<file path="src/rtl/mem_axi_rd_arbiter_if.sv">
// Requester-side and AXI-read-side signals of the shared read-channel arbiter.
// master is the arbiter's view; slave is the requesters/interconnect view.
interface mem_axi_rd_arbiter_if #(
  parameter int N_REQ  = 3,
  parameter int ADDR_W = 32,
  parameter int DATA_W = 32,
  parameter int ID_W   = 4
);
  logic [N_REQ-1:0]        req_arvalid;
  logic [N_REQ-1:0]        req_arready;
  logic [N_REQ*ADDR_W-1:0] req_araddr;
  logic [N_REQ*8-1:0]      req_arlen;
  logic [N_REQ*3-1:0]      req_arsize;
  logic [N_REQ-1:0]        req_rvalid;
  logic [DATA_W-1:0]       req_rdata;
  logic                    req_rlast;
  logic [1:0]              req_rresp;
  logic [N_REQ-1:0]        req_rready;

  logic                    m_arvalid;
  logic                    m_arready;
  logic [ADDR_W-1:0]       m_araddr;
  logic [7:0]              m_arlen;
  logic [2:0]              m_arsize;
  logic [1:0]              m_arburst;
  logic [ID_W-1:0]         m_arid;
  logic                    m_rvalid;
  logic [DATA_W-1:0]       m_rdata;
  logic                    m_rlast;
  logic [1:0]              m_rresp;
  logic                    m_rready;

  modport master (
    input  req_arvalid, req_araddr, req_arlen, req_arsize, req_rready,
           m_arready, m_rvalid, m_rdata, m_rlast, m_rresp,
    output req_arready, req_rvalid, req_rdata, req_rlast, req_rresp,
           m_arvalid, m_araddr, m_arlen, m_arsize, m_arburst, m_arid, m_rready
  );

  modport slave (
    output req_arvalid, req_araddr, req_arlen, req_arsize, req_rready,
           m_arready, m_rvalid, m_rdata, m_rlast, m_rresp,
    input  req_arready, req_rvalid, req_rdata, req_rlast, req_rresp,
           m_arvalid, m_araddr, m_arlen, m_arsize, m_arburst, m_arid, m_rready
  );
endinterface

</file>
<file path="src/rtl/mem_axi_rd_arbiter.sv">
// Shares one AXI read channel between ICache, DCache and uncache requesters.
// MEM_ARB_RR_EN selects round-robin grant; otherwise fixed priority 1 > 2 > 0.
//
// state | meaning
// IDLE  | no burst open; grant and latch address phase of a requester
// ADDR  | registered AR presented on the AXI port, waiting for m_arready
// DATA  | R beats routed to the granted requester until RLAST
module mem_axi_rd_arbiter #(
  parameter int N_REQ  = 3,
  parameter int ADDR_W = 32,
  parameter int DATA_W = 32,
  parameter int ID_W   = 4
) (
  input  logic                 clk,
  input  logic                 rst,
  mem_axi_rd_arbiter_if.master bus,
  output logic                 busy,
  output logic                 err
);
  localparam int GW = (N_REQ > 1) ? $clog2(N_REQ) : 1;

  localparam logic [1:0] S_IDLE = 2'd0;
  localparam logic [1:0] S_ADDR = 2'd1;
  localparam logic [1:0] S_DATA = 2'd2;

  logic [1:0]        state;
  logic [GW-1:0]     gnt_q;
  logic [GW-1:0]     gnt_c;
  logic              found;
  logic              any_req;
  logic              hs;
  logic [ADDR_W-1:0] addr_q;
  logic [7:0]        len_q;
  logic [2:0]        size_q;
  logic [7:0]        cnt_q;
  logic [ADDR_W-1:0] sel_addr;
  logic [7:0]        sel_len;
  logic [2:0]        sel_size;
`ifdef MEM_ARB_RR_EN
  logic [GW-1:0]     ptr_q;
`endif

  assign any_req = |bus.req_arvalid;
  assign busy    = (state != S_IDLE);
  assign hs      = (state == S_DATA) && bus.m_rvalid && bus.m_rready;

  always_comb begin
    gnt_c = '0;
    found = 1'b0;
`ifdef MEM_ARB_RR_EN
    // k-th candidate after the pointer is index i when ptr+k == i (mod N_REQ)
    for (int k = 0; k < N_REQ; k++) begin
      for (int i = 0; i < N_REQ; i++) begin
        if (!found && bus.req_arvalid[i] &&
            ((int'(ptr_q) + k == i) || (int'(ptr_q) + k == i + N_REQ))) begin
          gnt_c = GW'(i);
          found = 1'b1;
        end
      end
    end
`else
    for (int i = 1; i < N_REQ; i++) begin
      if (!found && bus.req_arvalid[i]) begin
        gnt_c = GW'(i);
        found = 1'b1;
      end
    end
`endif
  end

  always_comb begin
    sel_addr = '0;
    sel_len  = '0;
    sel_size = '0;
    for (int i = 0; i < N_REQ; i++) begin
      if (gnt_c == GW'(i)) begin
        sel_addr = bus.req_araddr[i*ADDR_W +: ADDR_W];
        sel_len  = bus.req_arlen[i*8 +: 8];
        sel_size = bus.req_arsize[i*3 +: 3];
      end
    end
  end

  always_comb begin
    bus.req_arready = '0;
    bus.req_rvalid  = '0;
    bus.m_rready    = 1'b0;
    for (int i = 0; i < N_REQ; i++) begin
      if ((state == S_IDLE) && any_req && !rst && (gnt_c == GW'(i)))
        bus.req_arready[i] = 1'b1;
      if ((state == S_DATA) && (gnt_q == GW'(i))) begin
        bus.req_rvalid[i] = bus.m_rvalid;
        bus.m_rready      = bus.req_rready[i];
      end
    end
  end

  assign bus.req_rdata = bus.m_rdata;
  assign bus.req_rlast = bus.m_rlast;
  assign bus.req_rresp = bus.m_rresp;

  assign bus.m_arvalid = (state == S_ADDR);
  assign bus.m_araddr  = addr_q;
  assign bus.m_arlen   = len_q;
  assign bus.m_arsize  = size_q;
  assign bus.m_arburst = 2'b01;
  assign bus.m_arid    = ID_W'(gnt_q);

  always_ff @(posedge clk or posedge rst) begin
    if (rst) begin
      state  <= S_IDLE;
      gnt_q  <= '0;
      addr_q <= '0;
      len_q  <= '0;
      size_q <= '0;
      cnt_q  <= '0;
      err    <= 1'b0;
    end else begin
      case (state)
        S_IDLE: begin
          if (any_req) begin
            state  <= S_ADDR;
            gnt_q  <= gnt_c;
            addr_q <= sel_addr;
            len_q  <= sel_len;
            size_q <= sel_size;
          end
        end
        S_ADDR: begin
          if (bus.m_arready) state <= S_DATA;
        end
        S_DATA: begin
          if (hs) begin
            // early RLAST or missing RLAST on the expected final beat
            if ((bus.m_rlast && (cnt_q != len_q)) || (!bus.m_rlast && (cnt_q == len_q)))
              err <= 1'b1;
            if (bus.m_rlast) begin
              state <= S_IDLE;
              cnt_q <= '0;
            end else begin
              cnt_q <= cnt_q + 8'd1;
            end
          end
        end
        default: state <= S_IDLE;
      endcase
    end
  end

`ifdef MEM_ARB_RR_EN
  always_ff @(posedge clk or posedge rst) begin
    if (rst)
      ptr_q <= '0;
    else if (hs && bus.m_rlast)
      ptr_q <= (gnt_q == GW'(N_REQ-1)) ? '0 : gnt_q + 1'b1;
  end
`endif
endmodule

</file>
<file path="src/flat_wrapper.sv">
// flat-port wrapper written by rule: the top's interface ports become plain ports
module mem_axi_rd_arbiter_flat 
#(
  parameter int N_REQ  = 3,
  parameter int ADDR_W = 32,
  parameter int DATA_W = 32,
  parameter int ID_W   = 4
)
  (clk, rst, busy, err, bus_req_arvalid, bus_req_araddr, bus_req_arlen, bus_req_arsize, bus_req_rready, bus_m_arready, bus_m_rvalid, bus_m_rdata, bus_m_rlast, bus_m_rresp, bus_req_arready, bus_req_rvalid, bus_req_rdata, bus_req_rlast, bus_req_rresp, bus_m_arvalid, bus_m_araddr, bus_m_arlen, bus_m_arsize, bus_m_arburst, bus_m_arid, bus_m_rready);
  mem_axi_rd_arbiter_if #(.N_REQ(N_REQ), .ADDR_W(ADDR_W), .DATA_W(DATA_W), .ID_W(ID_W)) bus_i ();
  input  logic clk;
  input  logic rst;
  output logic busy;
  output logic err;
  input wire logic [$bits(bus_i.req_arvalid)-1:0] bus_req_arvalid;
  input wire logic [$bits(bus_i.req_araddr)-1:0] bus_req_araddr;
  input wire logic [$bits(bus_i.req_arlen)-1:0] bus_req_arlen;
  input wire logic [$bits(bus_i.req_arsize)-1:0] bus_req_arsize;
  input wire logic [$bits(bus_i.req_rready)-1:0] bus_req_rready;
  input wire logic [$bits(bus_i.m_arready)-1:0] bus_m_arready;
  input wire logic [$bits(bus_i.m_rvalid)-1:0] bus_m_rvalid;
  input wire logic [$bits(bus_i.m_rdata)-1:0] bus_m_rdata;
  input wire logic [$bits(bus_i.m_rlast)-1:0] bus_m_rlast;
  input wire logic [$bits(bus_i.m_rresp)-1:0] bus_m_rresp;
  output wire logic [$bits(bus_i.req_arready)-1:0] bus_req_arready;
  output wire logic [$bits(bus_i.req_rvalid)-1:0] bus_req_rvalid;
  output wire logic [$bits(bus_i.req_rdata)-1:0] bus_req_rdata;
  output wire logic [$bits(bus_i.req_rlast)-1:0] bus_req_rlast;
  output wire logic [$bits(bus_i.req_rresp)-1:0] bus_req_rresp;
  output wire logic [$bits(bus_i.m_arvalid)-1:0] bus_m_arvalid;
  output wire logic [$bits(bus_i.m_araddr)-1:0] bus_m_araddr;
  output wire logic [$bits(bus_i.m_arlen)-1:0] bus_m_arlen;
  output wire logic [$bits(bus_i.m_arsize)-1:0] bus_m_arsize;
  output wire logic [$bits(bus_i.m_arburst)-1:0] bus_m_arburst;
  output wire logic [$bits(bus_i.m_arid)-1:0] bus_m_arid;
  output wire logic [$bits(bus_i.m_rready)-1:0] bus_m_rready;
  assign bus_i.req_arvalid = bus_req_arvalid;
  assign bus_i.req_araddr = bus_req_araddr;
  assign bus_i.req_arlen = bus_req_arlen;
  assign bus_i.req_arsize = bus_req_arsize;
  assign bus_i.req_rready = bus_req_rready;
  assign bus_i.m_arready = bus_m_arready;
  assign bus_i.m_rvalid = bus_m_rvalid;
  assign bus_i.m_rdata = bus_m_rdata;
  assign bus_i.m_rlast = bus_m_rlast;
  assign bus_i.m_rresp = bus_m_rresp;
  assign bus_req_arready = bus_i.req_arready;
  assign bus_req_rvalid = bus_i.req_rvalid;
  assign bus_req_rdata = bus_i.req_rdata;
  assign bus_req_rlast = bus_i.req_rlast;
  assign bus_req_rresp = bus_i.req_rresp;
  assign bus_m_arvalid = bus_i.m_arvalid;
  assign bus_m_araddr = bus_i.m_araddr;
  assign bus_m_arlen = bus_i.m_arlen;
  assign bus_m_arsize = bus_i.m_arsize;
  assign bus_m_arburst = bus_i.m_arburst;
  assign bus_m_arid = bus_i.m_arid;
  assign bus_m_rready = bus_i.m_rready;
  mem_axi_rd_arbiter #(.N_REQ(N_REQ), .ADDR_W(ADDR_W), .DATA_W(DATA_W), .ID_W(ID_W)) u_core (.clk(clk), .rst(rst), .bus(bus_i), .busy(busy), .err(err));
endmodule
</file>
<file path="config.mk">
export PLATFORM = sky130hd
export DESIGN_NAME = mem_axi_rd_arbiter_flat
export DESIGN_NICKNAME = d
export VERILOG_FILES = /design/src/rtl/mem_axi_rd_arbiter_if.sv /design/src/rtl/mem_axi_rd_arbiter.sv /design/src/flat_wrapper.sv
export SDC_FILE = /design/constraint.sdc
export NUM_CORES = 1
export LEC_CHECK = 0
export ABC_AREA = 1
export ABC_CLOCK_PERIOD_IN_PS = 4000
export CAP_MARGIN = 25
export CORE_AREA = 2 2 105 107
export CTS_CLUSTER_DIAMETER = 50
export CTS_CLUSTER_SIZE = 28
export DETAILED_ROUTE_END_ITERATION = 16
export DIE_AREA = 0 0 107 109
export PLACE_DENSITY = 0.78
export SLEW_MARGIN = 20
export SYNTH_ARGS = -nofsm -noshare
export SYNTH_HDL_FRONTEND = slang
export SYNTH_SLANG_ARGS = --single-unit
</file>
<file path="constraint.sdc">
create_clock -name clk -period 4 [get_ports clk]
set_clock_uncertainty 0.05 [all_clocks]
set_input_delay 0.8 -clock clk [delete_from_list [all_inputs] [get_ports clk]]
set_output_delay 0.8 -clock clk [all_outputs]
set_load 0.01 [all_outputs]
</file>
# == Word-level counts from Yosys, hierarchy flattened ==
# Index checks and enable logic that the tools add are counted.
# totals
input_bits,174
wordCells,73
output_inout_bits,94
reg_bits,56
# classes
n_addsub,1
eq_ne,12
muxes,27
n_reduce_logical,26
# op_table
cell,n
2-to-1 mux 32 bit,3
2-to-1 mux 8 bit,4
logical AND 1 bit,13
2-to-1 mux 1 bit,11
2-to-1 mux 2 bit,5
2-to-1 mux 3 bit,3
adder 8 x 1 -> 8 bit (second input constant),1
equality test 8 bit,1
!= test 8 bit,1
equality test 2 x 1 -> 1 bit (second input constant),3
equality test 2 bit (second input constant),3
logical NOT 2 bit,3
case mux 2 bit (3 select lines),1
!= test 2 x 1 -> 1 bit (second input constant),2
!= test 2 bit (second input constant),2
AND reduction 2 bit,2
AND reduction 4 bit,1
logical NOT 1 bit,3
AND reduction 3 bit,1
OR reduction 3 bit,1
nonzero test 2 bit,1
logical OR 1 bit,1

# == Depth between registers and ports, before layout ==
# Gate-level depths: netlist of run 1.
# logic_depth
ltp_word,8
depth_mapped,9
ltp_nobuf,9

# == Worst setup path before layout of run 1 ==
# Ideal clock, no wire load.
# synth_path
path_type,input-to-output
from,in bus_req_arvalid[1]
to,out bus_req_arready[2]
arrival_time_ns,1.647
required_ns,3.150
n_path_buf,2
stages,7
setup_slack_ns,1.503
cell_sequence,buf_6 -> inv_1 -> nand2_1 -> clkinv_1 -> clkbuf_1 -> nand2_1 -> nor2_1
# synth_between
elab_chain_len,7
elab_cells_between_ends,11
cone_classes,1 x eq/ne; 4 x mux; 6 x reduce/logical
# synth_rtl
item,line_no,source
from (decl),flat_wrapper.sv:15,input wire logic [$bits(bus_i.req_arvalid)-1:0] bus_req_arvalid;
2-to-1 mux 1 bit,mem_axi_rd_arbiter.sv:63,if (!found && bus.req_arvalid[i]) begin
logical NOT 1 bit,mem_axi_rd_arbiter.sv:63,
logical AND 1 bit,mem_axi_rd_arbiter.sv:63,
2-to-1 mux 2 bit,mem_axi_rd_arbiter.sv:63,
equality test 2 bit,mem_axi_rd_arbiter.sv:89,if ((state == S_IDLE) && any_req && !rst && (gnt_c == GW'(i)))
logical AND 1 bit *,mem_axi_rd_arbiter.sv:89,
2-to-1 mux 1 bit *,mem_axi_rd_arbiter.sv:89,
to (decl),flat_wrapper.sv:25,output wire logic [$bits(bus_i.req_arready)-1:0] bus_req_arready;
# Every way passes the cells marked *; elsewhere a longest branch is shown, timed or not.

# == Final worst setup path of run 1 ==
# layout_path
from,in bus_req_arvalid[2]
to,out bus_req_arready[1]
# layout_between
elab_chain_len,5
elab_cells_between_ends,8
cone_classes,1 x eq/ne; 2 x mux; 5 x reduce/logical
# layout_rtl
item,line_no
logical AND 1 bit / OR reduction 3 bit (equally long branches),"mem_axi_rd_arbiter.sv:63, mem_axi_rd_arbiter.sv:43"
2-to-1 mux 2 bit / logical AND 1 bit (equally long branches),"mem_axi_rd_arbiter.sv:63, mem_axi_rd_arbiter.sv:89"
equality test 2 x 1 -> 1 bit / logical AND 1 bit (equally long branches),mem_axi_rd_arbiter.sv:89
logical AND 1 bit *,mem_axi_rd_arbiter.sv:89
2-to-1 mux 1 bit *,mem_axi_rd_arbiter.sv:89
# Marked as above.

==> results.py, run 1 <==
metrics = {
    "power_and_ir_drop": {
        "swShare": 0.375,
        "intPower_mw": 1.86,
        "clock_power_share": 0.136,
        "p_switching_mw": 1.12,
        "power_frac_seq": 0.345,
        "vdd_drop_max_v": 0.000264,
        "power_frac_comb": 0.519,
        "power_mw": 2.99,
        "power_density_nw_per_um2": 575,
        "leakagePower_nw": 2.12,
    },
    "clock_tree": {
        "htreeDepth": 2,
        "clockBufferDepth": 2,
        "root_buffer": "clkbuf_8",
        "clock-sinks": 56,
        "cts_tree": "done",
        "cts-buffers-inserted": 5,
        "postCtsHoldBufs": 0,
        "clock_latency_ns": 0.30,
        "ctsResizeCount": 0,
        "post-cts-setup-buffers": 0,
        "path_clk_slew_ns": 0.10,
    },
    "timing": {
        "whs_ns": 0.422,
        "min_period_over_period": 0.811,
        "timing.fmax_mhz": 308,
        "finalHoldViolCount": 0,
        "setup-tns-final_ns": 0,
        "setup_viol": 0,
        "final_max_slew_viol_count": 0,
        "worst_pin_slew_ns": 0.818,
        "slew_headroom": 0.455,
        "fin_crit_ns": 3.24,
        "rsz0062_at_grt": "no",
    },
    "floorplanning": {
        "start_util": 0.312,
        "die-area_sq_um": 11700,
        "fp.dieH_um": 109,
        "rows": 38,
        "io_pins": 268,
        "die_w_um": 107,
        "coreArea_sq_um": 10600,
    },
    "layout": {
        "nets": 737,
        "fin_cells": 703,
        "final_common_cell": "clkdlybuf4s50_1",
        "layout-drive-gt1-share": 0.0355,
        "fillers": 1019,
        "syn_to_final_growth_pct": 57.2,
        "layout_common_cells": "clkdlybuf4s50_1, nand2_1, dfrtp_1",
        "n_antenna_cell": 0,
    },
    "synth": {
        "ys_seq_area_frac": 0.424,
        "synth_top_area_share": 0.424,
        "synthCells": 414,
        "synth_seq_cells": 56,
        "synthTopCellsByArea": "dfrtp_1, a22oi_1, nand2_1",
        "synth_area_per_cell_sq_um": 7.99,
        "ys_types": 27,
        "netlist_area_sq_um": 3310,
        "synth_area_leader_cell": "dfrtp_1",
        "ys_warn_count": 0,
    },
    "worst_setup_path": {
        "worst-path-max-fanout": 3,
        "startpoint_type": "input port",
        "end_kind": "output port",
        "crit_arrival_ns": 2.39,
        "worstPathRequired_ns": 3.15,
        "criticalPathCategory": "input port to output port",
    },
    "global_routing": {
        "grt_use_met2": 0.346,
        "use_met3": 0.0526,
        "track_usage": 0.186,
        "top_usage_layer": "met2",
        "antenna_found_initial": 0,
        "grt_pass1_wl_um": 17000,
        "grt_overflow": 0,
        "use_met1": 0.207,
        "grt_pass1_vias": 3402,
        "grt_max_degree": 89,
    },
    "place": {
        "portBuffers": 195,
        "placedCellCount": 695,
        "gp_congestion": 0.928,
        "dp_hpwl_um": 8720,
    },
    "routing": {
        "num_vias": 3435,
        "drt-initial-drc-count": 171,
        "totalWireLength_um": 11300,
        "avgViaCountPerCell": 4.89,
        "ant_nets": 0,
        "wl_per_cell_um": 16.0,
        "drt_first_pass_iters": 4,
        "drc": 0,
    },
    "job": {
        "cap_violations": 0,
    },
    "hold_path": {
        "hold_class": "flip-flop to flip-flop",
    },
    "run_status": {
        "status": "complete, no violations",
    },
}
through the flow:
step / worst slack (ns) / cell area (sq um) / utilization
5_1_grt: 0.656 / 5200 / 0.490
4_1_cts: 0.751 / 5200 / 0.490
2_1_floorplan: 1.50 / 3310 / -
3_3_place_gp: 0.806 / 5070 / 0.478
6_report: 0.755 / 5200 / 0.490
3_5_place_dp: 0.755 / 5070 / 0.478
cells in the mapped netlist, drive strengths merged:
master   n
conb     2
ha       1
o21ai   12
clkinv   2
o21bai   1
nand4    2
nor3     4
o31ai    1
a21oi    4
nand3   14
dfrtp   56
inv     29
buf     47
a22oi   43
nand2   79
clkbuf  14
xnor2    5
a31oi   43
xor2     1
nor2    54
layer usage:
layer	up-vias	wire [um]
met5	-	0
met4	0	215
met3	18	880
met2	154	5800
met1	1603	4370
li1	1660	-
area by class of cell:
type,count,area (sq um),area share
well taps,140,175,0.0337
flip-flops and latches,56,1400,0.270
clock buffers,7,96.3,0.0185
clock inverters,1,30.0,0.00578
repair buffers,200,1980,0.382
multi-input cells,268,1390,0.268
inverters,31,116,0.0224
path summary, 6_finish.rpt:
path | startpoint | end | slack [ns] | cells after the start
setup / recovery | bus_req_arvalid[2] | bus_req_arready[1] | 0.76 | 8
hold / removal | u_core.err | u_core.err | 0.42 | 2
setup reg to reg | u_core.state[1] | u_core.bus.m_arlen[1] | 2.08 | 6
hold reg to reg | u_core.err | u_core.err | 0.42 | 2
max in group asynchronous | rst | u_core.bus.m_araddr[31] | 2.08 | 3
min in group asynchronous | rst | u_core.bus.m_araddr[5] | 0.98 | 2
flip-flops by register name, indices dropped and copies added (netlist names):
name / cells
u_core.bus.m_araddr: 32
u_core.bus.m_arlen: 8
u_core.bus.m_arsize: 3
u_core.cnt_q: 8
u_core.err: 1
u_core.gnt_q: 2
u_core.state: 2
power by group through the flow:
stage	registers, mW	clock network [mW]	logic (mW)
finish	1.03	0.407	1.55
global route	1.07	0.445	1.71
CTS	1.03	0.422	1.57
detailed placement	1.04	0	1.56
global placement	1.03	0	1.53
floorplan	1.12	0	0.719
critical path, cell delays in order:
cell,delay (ns)
clkdlybuf4s50_1,0.60
nor2_8,0.06
inv_2,0.07
o21ai_2,0.07
inv_2,0.07
nand2_1,0.06
nor2_1,0.12
clkdlybuf4s50_1,0.54
cell families after synthesis:
kind of cell | synth area share
flip-flops | 0.424
adder cells (fa/ha/maj) | 0.00378
buffers and inverters | 0.157
XOR/XNOR | 0.0159
AO/OA/AOI/OAI | 0.209
AND/OR/NAND/NOR | 0.188
other | 0.00227
Power figures use the tool's default switching activity.
==> inputs of run 2 (changes only) <==
--- a/config.mk
+++ b/config.mk
@@ -6,14 +6,14 @@
 export NUM_CORES = 1
 export LEC_CHECK = 0
 export ABC_AREA = 1
-export ABC_CLOCK_PERIOD_IN_PS = 4000
+export ABC_CLOCK_PERIOD_IN_PS = 3300
 export CAP_MARGIN = 25
-export CORE_AREA = 2 2 105 107
+export CORE_AREA = 2 2 104 106
 export CTS_CLUSTER_DIAMETER = 50
 export CTS_CLUSTER_SIZE = 28
 export DETAILED_ROUTE_END_ITERATION = 16
-export DIE_AREA = 0 0 107 109
-export PLACE_DENSITY = 0.78
+export DIE_AREA = 0 0 106 108
+export PLACE_DENSITY = 0.79
 export SLEW_MARGIN = 20
 export SYNTH_ARGS = -nofsm -noshare
 export SYNTH_HDL_FRONTEND = slang
==> constraint.sdc (replaced) <==
create_clock -name clk -period 3.3 [get_ports clk]
set_clock_uncertainty 0.05 [all_clocks]
set_input_delay 0.66 -clock clk [delete_from_list [all_inputs] [get_ports clk]]
set_output_delay 0.66 -clock clk [all_outputs]
set_load 0.01 [all_outputs]
==> run 2 against run 1 <==
Power up 20%; sequential share of layout area is essentially flat; clock power increased by 11%; first-iteration DRC count down 19%; routed wire length fell by 4.5%; via count increased by 0.15%; sequential power increased by 21%; global-route usage down 0.25 points; core utilization up 1.7 points; largest power group unchanged; highest routed layer unchanged.
==> results.py, run 2 (same netlist as run 1, synthesis figures left out) <==
metrics = {
    "run_status": {
        "status": "complete, no violations",
    },
    "timing": {
        "setup-tns-final_ns": 0,
        "fin_crit_ns": 2.97,
        "whs_ns": 0.421,
        "slew_headroom": 0.465,
        "timing.fmax_mhz": 337,
        "min_period_over_period": 0.899,
        "worst_pin_slew_ns": 0.803,
        "rsz0062_at_grt": "no",
        "setup_viol": 0,
        "final_max_slew_viol_count": 0,
        "finalHoldViolCount": 0,
    },
    "place": {
        "dp_hpwl_um": 8570,
        "portBuffers": 195,
        "gp_congestion": 0.882,
    },
    "global_routing": {
        "track_usage": 0.183,
        "grt_max_degree": 89,
        "grt_pass1_vias": 3465,
        "grt_overflow": 0,
        "grt_pass1_wl_um": 16700,
        "antenna_found_initial": 0,
    },
    "worst_setup_path": {
        "worstPathRequired_ns": 2.59,
        "criticalPathCategory": "input port to output port",
        "reg2regPathDepth": 6,
        "end_kind": "output port",
        "startpoint_type": "input port",
        "crit_arrival_ns": 2.26,
        "worst-path-max-fanout": 3,
    },
    "routing": {
        "wl_per_cell_um": 15.4,
        "drt-initial-drc-count": 139,
        "num_vias": 3440,
        "avgViaCountPerCell": 4.92,
        "totalWireLength_um": 10800,
        "drc": 0,
        "ant_nets": 0,
        "drt_first_pass_iters": 4,
    },
    "floorplanning": {
        "coreArea_sq_um": 10200,
        "fp.dieH_um": 108,
        "rows": 37,
        "die_w_um": 106,
        "die-area_sq_um": 11400,
        "io_pins": 268,
        "start_util": 0.323,
    },
    "clock_tree": {
        "post-cts-setup-buffers": 0,
        "postCtsHoldBufs": 0,
        "ctsResizeCount": 0,
        "htreeDepth": 2,
        "clockBufferDepth": 2,
        "cts-buffers-inserted": 5,
        "clock_latency_ns": 0.30,
        "root_buffer": "clkbuf_8",
        "cts_tree": "done",
        "clock-sinks": 56,
        "path_clk_slew_ns": 0.10,
    },
    "layout": {
        "final_core_util": 0.507,
        "final_common_cell": "clkdlybuf4s50_1",
        "nets": 737,
        "largest_reg_flops": 32,
        "syn_to_final_growth_pct": 56.9,
        "n_antenna_cell": 0,
        "layout_common_cells": "clkdlybuf4s50_1, nand2_1, dfrtp_1",
        "layout-drive-gt1-share": 0.0355,
    },
    "power_and_ir_drop": {
        "leakagePower_nw": 2.12,
        "power_density_nw_per_um2": 691,
        "vdd_drop_max_v": 0.000373,
    },
    "hold_path": {
        "holdPathStages": 2,
        "hold_class": "flip-flop to flip-flop",
    },
    "job": {
        "cap_violations": 0,
    },
}
[run 2: final timing paths]
| kind | endpoint | start | slack (ns) |
|---|---|---|---|
| setup / recovery | bus_req_arready[1] | bus_req_arvalid[2] | 0.33 |
| hold / removal | u_core.err | u_core.err | 0.42 |
| setup reg to reg | u_core.bus.m_araddr[24] | u_core.state[1] | 1.39 |
| hold reg to reg | u_core.err | u_core.err | 0.42 |
| max in group asynchronous | u_core.bus.m_araddr[5] | rst | 1.77 |
| min in group asynchronous | u_core.gnt_q[1] | rst | 0.84 |
[run 2: routing by layer]
| metal | GRT usage | part of all wire | vias up |
|---|---|---|---|
| met3 | 0.0488 | 0.075 | 10 |
| met4 | 0.0395 | 0.010 | 0 |
| li1 | - | - | 1665 |
| met5 | 0 | 0 | - |
| met2 | 0.352 | 0.53 | 163 |
| met1 | 0.202 | 0.39 | 1602 |
[run 2: cell type report]
| cell class | instances | area (sq um) |
|---|---|---|
| Timing Repair Buffer | 200 | 2000 |
| Tap cell | 136 | 170 |
| Fill cell | 964 | 5040 |
| Clock inverter | 3 | 42.5 |
| Clock buffer | 5 | 68.8 |
| Sequential cell | 56 | 1400 |
| Multi-Input combinational cell | 268 | 1390 |
| Inverter | 31 | 116 |
[run 2: critical path: stages]
cell	delay (ns)
clkdlybuf4s50_1	0.58
nor2_8	0.06
inv_2	0.06
o21ai_2	0.07
inv_2	0.07
nand2_1	0.08
nor2_1	0.11
clkdlybuf4s50_1	0.57
[run 2: power breakdown]
part	leakage, nW	switching [mW]	internal, mW
sequential	0.633	0.237	1.01
combinational	1.43	0.901	0.983
clock	0.0541	0.228	0.225
total	2.12	1.37	2.22
[run 2: stage by stage]
| step | cells | total power, mW | instance area, sq um | worst slack [ns] |
|---|---|---|---|---|
| after floorplan | 416 | 2.22 | 3310 | 1.08 |
| after global placement | 691 | 3.11 | 5080 | 0.412 |
| after detailed placement | 691 | 3.17 | 5080 | 0.347 |
| after CTS | 699 | 3.63 | 5190 | 0.344 |
| after global routing | 699 | 3.88 | 5190 | 0.266 |
| final | 699 | 3.58 | 5190 | 0.334 |
==> inputs of run 3 (changes only) <==
--- a/config.mk
+++ b/config.mk
@@ -13,6 +13,7 @@
 export CTS_CLUSTER_SIZE = 28
 export DETAILED_ROUTE_END_ITERATION = 16
 export DIE_AREA = 0 0 106 108
+export HOLD_SLACK_MARGIN = 0.1
 export PLACE_DENSITY = 0.79
 export SLEW_MARGIN = 20
 export SYNTH_ARGS = -nofsm -noshare
==> results of run 3 <==
Same layout as run 2: the final DEF is identical, and so are final timing and power.
